<file path="config.mk">
export PLATFORM = sky130hd
export DESIGN_NAME = booth_product_accumulator
export DESIGN_NICKNAME = d
export VERILOG_FILES = /design/src/rtl/booth_pkg.sv /design/src/rtl/booth_product_accumulator_sat_add.sv /design/src/rtl/booth_product_accumulator.sv
export SDC_FILE = /design/constraint.sdc
export NUM_CORES = 1
export LEC_CHECK = 0
export CAP_MARGIN = 5
export CORE_UTILIZATION = 25
export CTS_BUF_LIST = sky130_fd_sc_hd__clkbuf_8
export DETAILED_ROUTE_END_ITERATION = 8
export DONT_BUFFER_PORTS = 1
export SYNTH_ARGS = -nofsm -noshare
export SYNTH_HDL_FRONTEND = slang
export SYNTH_SLANG_ARGS = --single-unit
</file>
<file path="constraint.sdc">
create_clock -name clk -period 2.6 [get_ports clk]
set_input_delay 0.26 -clock clk [delete_from_list [all_inputs] [get_ports clk]]
set_output_delay 0.26 -clock clk [all_outputs]
set_load 0.1 [all_outputs]
</file>
<file path="src/rtl/booth_pkg.sv">
// Shared definitions for the Booth multiply-accumulate datapath.
// This package holds the controller state encodings and the default widths.
package booth_pkg;

    typedef enum logic [1:0] {
        IDLE = 2'd0,
        ACC  = 2'd1,
        DONE = 2'd2
    } state_e;

    localparam int N_DEF     = 4;
    localparam int ACC_W_DEF = 12;
    localparam int LEN_DEF   = 4;

    // Saturation bounds of the default accumulator width.
    localparam int SAT_MAX = (2 ** (ACC_W_DEF - 1)) - 1;
    localparam int SAT_MIN = -(2 ** (ACC_W_DEF - 1));

endpackage

</file>
<file path="src/rtl/booth_product_accumulator_sat_add.sv">
// Combinational signed saturating adder.
// The sum clamps to the most positive or most negative W-bit value on overflow.
module sat_add #(
    parameter int W = 12
) (
    input  logic [W-1:0] a_i,
    input  logic [W-1:0] b_i,
    output logic [W-1:0] sum_o,
    output logic         ovf_o
);

    logic [W-1:0] raw;

    assign raw = a_i + b_i;

    // Overflow is only possible when both operands have the same sign.
    assign ovf_o = (a_i[W-1] == b_i[W-1]) && (raw[W-1] != a_i[W-1]);

    always_comb begin
        sum_o = raw;
        if (ovf_o) begin
            sum_o = a_i[W-1] ? {1'b1, {(W-1){1'b0}}} : {1'b0, {(W-1){1'b1}}};
        end
    end

endmodule

</file>
<file path="src/rtl/booth_product_accumulator.sv">
// Accumulates batches of LEN signed Booth products into a saturating sum.
// Each completed sum is handed on through a valid/ready handshake.
module booth_product_accumulator
    import booth_pkg::*;
#(
    parameter int N     = N_DEF,
    parameter int ACC_W = ACC_W_DEF,
    parameter int LEN   = LEN_DEF
) (
    input  logic                      clk,
    input  logic                      rst,
    input  logic [N-1:0]              prod_hi,
    input  logic [N-1:0]              prod_lo,
    input  logic                      prod_valid,
    output logic                      prod_ready,
    input  logic                      clear,
    output logic [ACC_W-1:0]          acc_out,
    output logic                      acc_valid,
    input  logic                      acc_ready,
    output logic                      overflow,
    output logic [$clog2(LEN+1)-1:0]  count
);

    localparam int CW = $clog2(LEN + 1);

    state_e                  state_q, state_d;
    logic [ACC_W-1:0]        acc_q, acc_d;
    logic [CW-1:0]           cnt_q, cnt_d;
    logic                    ovf_q, ovf_d;

    logic signed [2*N-1:0]   prod_s;
    logic signed [ACC_W-1:0] prod_ext;
    logic [ACC_W-1:0]        sum;
    logic                    sum_ovf;
    logic                    accept;

    assign prod_s   = {prod_hi, prod_lo};
    assign prod_ext = ACC_W'(prod_s);

    sat_add #(.W(ACC_W)) u_sat_add (
        .a_i   (acc_q),
        .b_i   (prod_ext),
        .sum_o (sum),
        .ovf_o (sum_ovf)
    );

    assign prod_ready = (state_q == ACC);
    assign acc_valid  = (state_q == DONE);
    assign accept     = prod_valid && prod_ready;
    assign acc_out    = acc_q;
    assign overflow   = ovf_q;
    assign count      = cnt_q;

    always_comb begin
        state_d = state_q;
        acc_d   = acc_q;
        cnt_d   = cnt_q;
        ovf_d   = ovf_q;
        case (state_q)
            IDLE: state_d = ACC;
            ACC: begin
                if (accept) begin
                    acc_d = sum;
                    cnt_d = cnt_q + CW'(1);
                    ovf_d = ovf_q | sum_ovf;
                    if (cnt_q == CW'(LEN - 1)) begin
                        state_d = DONE;
                    end
                end
            end
            DONE: begin
                if (acc_ready) begin
                    acc_d   = '0;
                    cnt_d   = '0;
                    ovf_d   = 1'b0;
                    state_d = ACC;
                end
            end
            default: state_d = IDLE;
        endcase
        // Abort wins over any accept or handoff in the same cycle.
        if (clear) begin
            acc_d   = '0;
            cnt_d   = '0;
            ovf_d   = 1'b0;
            state_d = ACC;
        end
    end

    always_ff @(posedge clk or negedge rst) begin
        if (!rst) begin
            state_q <= IDLE;
            acc_q   <= '0;
            cnt_q   <= '0;
            ovf_q   <= 1'b0;
        end else begin
            state_q <= state_d;
            acc_q   <= acc_d;
            cnt_q   <= cnt_d;
            ovf_q   <= ovf_d;
        end
    end

endmodule

</file>
# After elaboration in Yosys (flattened, before gate mapping)
# Index checks and enable logic that the tools add are counted.
[totals]
register_bits = 18
output_inout_bits = 18
[op_classes]
eq_ne = 8
mux = 19
addsub = 2
bitwise = 1
reduce_logical = 6
[op_table]
columns = ["op", "n"]
rows = [
  ["two-way mux 12 bit", 5],
  ["one-hot mux 12 bit (2 select lines)", 1],
  ["adder 12 bit", 1],
  ["two-way mux 3 bit", 3],
  ["two-way mux 2 bit", 4],
  ["!= test 3 x 1 -> 1 bit, second input constant", 2],
  ["one-hot mux 2 bit (3 select lines)", 1],
  ["one-hot mux 3 bit (2 select lines)", 1],
  ["AND reduction 3 bit", 2],
  ["adder 3 x 1 -> 3 bit, second input constant", 1],
  ["== test 3 x 2 -> 1 bit, second input constant", 1],
  ["two-way mux 1 bit", 3],
  ["!= test 3 x 2 -> 1 bit, second input constant", 1],
  ["nonzero test 3 bit", 1],
  ["== test 2 x 1 -> 1 bit, second input constant", 1],
  ["== test 2 bit, second input constant", 1],
  ["logical AND 1 bit", 2],
  ["logical NOT 2 bit", 1],
  ["one-hot mux 1 bit (2 select lines)", 1],
  ["== test 1 bit", 1],
  ["!= test 1 bit", 1],
  ["bitwise OR 1 bit", 1],
]

# Logic depth before layout (Yosys ltp)
[logic_depth]
ltp_word = 7
mapped_depth = 9
depth_no_buf = 9

# Hierarchy
# From an unflattened synthesis, not the netlist that was laid out.
[unflattened]
hier_cells = 211
hier_area_um2 = 1746.7
[by_module_without_submodules]
columns = ["mod", "seq_area_each_um2", "area_per_inst_um2", "instances", "cells_per_inst"]
rows = [
  ["booth_product_accumulator", 450.4, 1027.2, 1, 106],
  ["sat_add", 0.0, 719.4, 1, 105],
]

# Worst setup path after synthesis
# Ideal clock, no wire load.
[synth_path]
path_type = "reg-to-reg"
startpoint = "register state_q[0]"
endpoint = "register acc_q[11], in the netlist acc_out[11]"
synth_period_minus_slack_ns = 2.676
setup_slack_ns = -0.076
required_ns = 2.477
stages_incl_launch_ff = 6
arrival_ns = 2.554
cell_sequence = "dfrtp_1 -> nor2b_1 -> a21oi_1 -> nand3_1 -> a211o_1 -> nand2_1"
[synth_between]
word_cells_on_any_way = 9
[synth_lines]
columns = ["item", "line_no", "rtl"]
rows = [
  ["start: declaration", "booth_product_accumulator.sv:26", "state_e state_q, state_d;"],
  ["start signal: assignment", "booth_product_accumulator.sv:97", "state_q <= state_d;"],
  ["== test 2 bit (*)", "--", ""],
  ["named net acc_valid", "booth_product_accumulator.sv:18", "output logic acc_valid,"],
  ["!= test 3 x 2 -> 1 bit (no line), or another cell as far along", "--", ""],
  ["AND reduction 3 bit (no line) / two-way mux 12 bit (equally long branches)", "--", ""],
  ["end signal: assignment", "booth_product_accumulator.sv:93", "acc_q <= '0;"],
  ["end signal: assignment", "booth_product_accumulator.sv:98", "acc_q <= acc_d;"],
  ["end: declaration", "booth_product_accumulator.sv:27", "logic [ACC_W-1:0] acc_q, acc_d;"],
]
# Mark *: on every way through the listed nets, which the timed path passes. The rest lies on a longest branch.
# A chain may end at the register's enable or synchronous reset.

# Worst setup path after layout
[layout_path]
startpoint = "register acc_q[0], in the netlist acc_out[0]"
endpoint = "register acc_q[6], in the netlist acc_out[6]"
[layout_between]
elab_chain_len = 7
[layout_lines]
columns = ["item", "line_no", "rtl"]
rows = [
  ["adder 12 bit (*)", "booth_product_accumulator_sat_add.sv:14", "assign raw = a_i + b_i;"],
  ["!= test 1 bit", "booth_product_accumulator_sat_add.sv:17", "assign ovf_o = (a_i[W-1] == b_i[W-1]) && (raw[W-1] != a_i[W-1]);"],
  ["logical AND 1 bit", "booth_product_accumulator_sat_add.sv:17", ""],
  ["two-way mux 12 bit (*)", "booth_product_accumulator_sat_add.sv:21", "if (ovf_o) begin"],
  ["two-way mux 12 bit (*)", "booth_product_accumulator.sv:62", "if (accept) begin"],
  ["one-hot mux 12 bit (2 select lines) (*)", "booth_product_accumulator.sv:59", "case (state_q)"],
  ["two-way mux 12 bit (*)", "booth_product_accumulator.sv:82", "if (clear) begin"],
]
# Every way passes the cells marked *; elsewhere a longest branch is shown, timed or not. The select of a mux whose other input is x is not followed.

==> results.tsv <==
metric	value	unit
run status	complete, no violations	
prevailing post-synth register cell	sky130_fd_sc_hd__dfrtp_1	
Routed WL per cell	12.7	um
core box area	5110	sq um
total placed cells including tap cells	243	
number of nets produced by synthesis	183	
Worst Clk Skew	0.00199	ns
Final Hold Vio Count	0	
count of instances resized after the clock tree is built	0	
maximum level of the CTS H-tree	1	
number of register bits inferred by synthesis	18	
number of diodes added for antenna fixing	0	
Initial DRC Count	66	
Root Buffer	sky130_fd_sc_hd__clkbuf_8	
post-layout worst setup margin	0.540	ns
final setup violation count	0	
leading cell types in the layout, fill and taps excluded	sky130_fd_sc_hd__nand2_1 (19), sky130_fd_sc_hd__buf_4 (19), sky130_fd_sc_hd__nor2_1 (17), sky130_fd_sc_hd__o21ai_0 (17), sky130_fd_sc_hd__dfrtp_1 (17)	
number of standard cells after synthesis	156	
unrepaired setup endpoints after global routing	false	
global-route usage over all layers	12.5	%
routed via count	1174	
Vias per Instance	4.73	
signal arrival time at the worst endpoint	2.20	ns
TritonRoute pass-1 iters	4	
fin. max-slew vios	0	
aggregate negative setup slack	0	ns
clock slew at reported path FFs	0.08	ns
Met3 Routed Length	188	um
uppermost layer routed	met4	
port buffer count	0	
post-route DRC violation count	0	
die extent in y	74.7	um
number of synthesized flops with an enable pin	0	
number of antenna violations at the first check in global routing	0	
Hold Crit Depth	1	
max-capacitance violation count	0	
Die Span X	74.7	um
cell area after layout	1610	sq um
total of hold buffers inserted after clock tree synthesis	1	
Met2 Wirelength	1.36	mm
effective utilization at floorplan	25.8	%
total global routing overflow	0	
M1 WL	1.57	mm
Worst Max-Slew Pin Slew	0.940	ns
crit path max-delay cell type	sky130_fd_sc_hd__dfrtp_2	
nets	206	
via count of the first global-routing pass	1111	
mean post-synth cell area	8.46	sq um
total half-perimeter wirelength after legalization and detailed placement	2.37	mm
antenna viol nets, final	0	
fraction of final layout cells with drive strength greater than 1	17.4	%
Final min period	2.06	ns
area of the die	5570	sq um
Setup crit start kind	flop	
Clk Latency, worst-skew pair	0.26	ns
floorplan row count	26	
instance area at placement	1550	sq um
post-synthesis to final-layout area growth	22.1	%
Max Fclk	0.486	GHz
Hold/Removal Path Class	in2reg	
CTS tree	done	
slowest cell delay on critical path	0.41	ns
CTS Sinks	18	
final standard cell count with taps included and fillers excluded	248	
Post-Place Setup Slack	0.541	ns
Setup CP Type	reg2reg	
asr flop ratio synth	100	%
endpoint class of the critical path	flop	
Critical Path RT	2.74	ns
headroom to the max-slew limit	37.1	%
Final GP Congestion	0.792	
final wirelength	3.15	mm
Max Buffers Root-to-Sink	2	
Post-Syn Area	1320	sq um
number of buffers created by CTS	3	
share of synthesized area occupied by flip-flops and latches	34.1	%
buffers inserted during post-CTS setup optimization	0	
top-level port count	31	
maximum fanout along the worst path	3	
first-pass GRT wire length	5.26	mm
worst reg-to-reg path cell count	9	
cell-by-cell listing of the critical path	ha_1 -> inv_1 -> fa_1 -> nor2b_4 -> o31a_1 -> o21a_1 -> or3_1 -> a21oi_1 -> o21ai_1	
Yosys warning count	0	
maximum number of pins on one net before global-route repair	19	
final critical-path share of the clock period	79.2	%
number of unique standard cell types used by synthesis	35	
-- registers in the layout, indices dropped and copies added (netlist names) --
signal and count:
acc_out 12, count 3, overflow 1, state_q 2
-- through the flow --
| stage | utilization (%) | hold slack (ns) |
|---|---|---|
| 4_1_cts | 31.6 | 0.0546 |
| 3_3_place_gp | 30.3 | -0.0351 |
| 6_report | 31.6 | 0.0605 |
| 5_1_grt | 31.6 | 0.0544 |
| 2_1_floorplan | - | -0.0356 |
| 3_5_place_dp | 30.3 | -0.0350 |
-- cells in the mapped netlist, types with 2 or more instances --
library cell,n,area share [%]
sky130_fd_sc_hd__nor2_1,17,4.8
sky130_fd_sc_hd__a22oi_1,3,1.7
sky130_fd_sc_hd__clkbuf_1,2,0.57
sky130_fd_sc_hd__ha_1,13,12
sky130_fd_sc_hd__a21o_1,2,1.1
sky130_fd_sc_hd__o21a_1,3,1.7
sky130_fd_sc_hd__nand2_1,19,5.4
sky130_fd_sc_hd__o21ai_0,17,6.4
sky130_fd_sc_hd__xnor2_1,8,5.3
sky130_fd_sc_hd__a21oi_1,12,4.5
sky130_fd_sc_hd__nand2_2,2,0.95
sky130_fd_sc_hd__nand3_1,7,2.7
sky130_fd_sc_hd__dfrtp_1,18,34
sky130_fd_sc_hd__nor2b_1,3,1.4
sky130_fd_sc_hd__o211ai_1,2,1.1
sky130_fd_sc_hd__inv_1,6,1.7
sky130_fd_sc_hd__o21ai_1,3,1.1
sky130_fd_sc_hd__nand4_1,2,0.95
-- layer usage --
| metal | vias up | GRT usage (%) |
|---|---|---|
| li1 | 602 | - |
| met1 | 545 | 16.2 |
| met2 | 25 | 20.2 |
| met3 | 2 | 4.15 |
| met4 | 0 | 3.14 |
| met5 | - | 0 |
-- critical path, delay by kind of cell (launching register included) --
kind | cells | cell delay, ns
AOI/OAI and AO/OA | 4 | 0.68
adders and majority gates | 2 | 0.44
buffers and inverters | 1 | 0.07
DFF | 1 | 0.41
and+or+nand+nor | 2 | 0.35
-- worst paths after layout --
path	startpoint	endpoint	slack, ns
setup / recovery	acc_out[0]$_DFFE_PN0P_	acc_out[6]$_DFFE_PN0P_	0.54
hold / removal	clear	state_q[1]$_DFFE_PN0P_	0.06
setup reg to reg	acc_out[0]$_DFFE_PN0P_	acc_out[6]$_DFFE_PN0P_	0.54
hold reg to reg	overflow$_DFFE_PN0P_	overflow$_DFFE_PN0P_	0.55
max in group asynchronous	rst	acc_out[0]$_DFFE_PN0P_	1.38
min in group asynchronous	rst	count[2]$_DFFE_PN0P_	0.59
-- cells by family after synthesis --
| logic type | after synthesis | synth area share (%) |
|---|---|---|
| compound gates | 51 | 24.1 |
| xor+xnor | 8 | 5.31 |
| fa+ha+maj | 14 | 13.8 |
| buf+inv | 8 | 2.27 |
| flops | 18 | 34.1 |
| simple gates | 57 | 20.4 |
-- area by class of cell --
cell class,instances,area (sq um)
Clock buffer,4,55.1
Fill cell,549,3500
Inverter,6,22.5
Tap cell,70,87.6
Sequential cell,18,452
Multi-Input combinational cell,130,842
Timing Repair Buffer,20,153
Power is not shown: default switching activity piles up to over one toggle a cycle in this logic, so the estimate is an artifact.
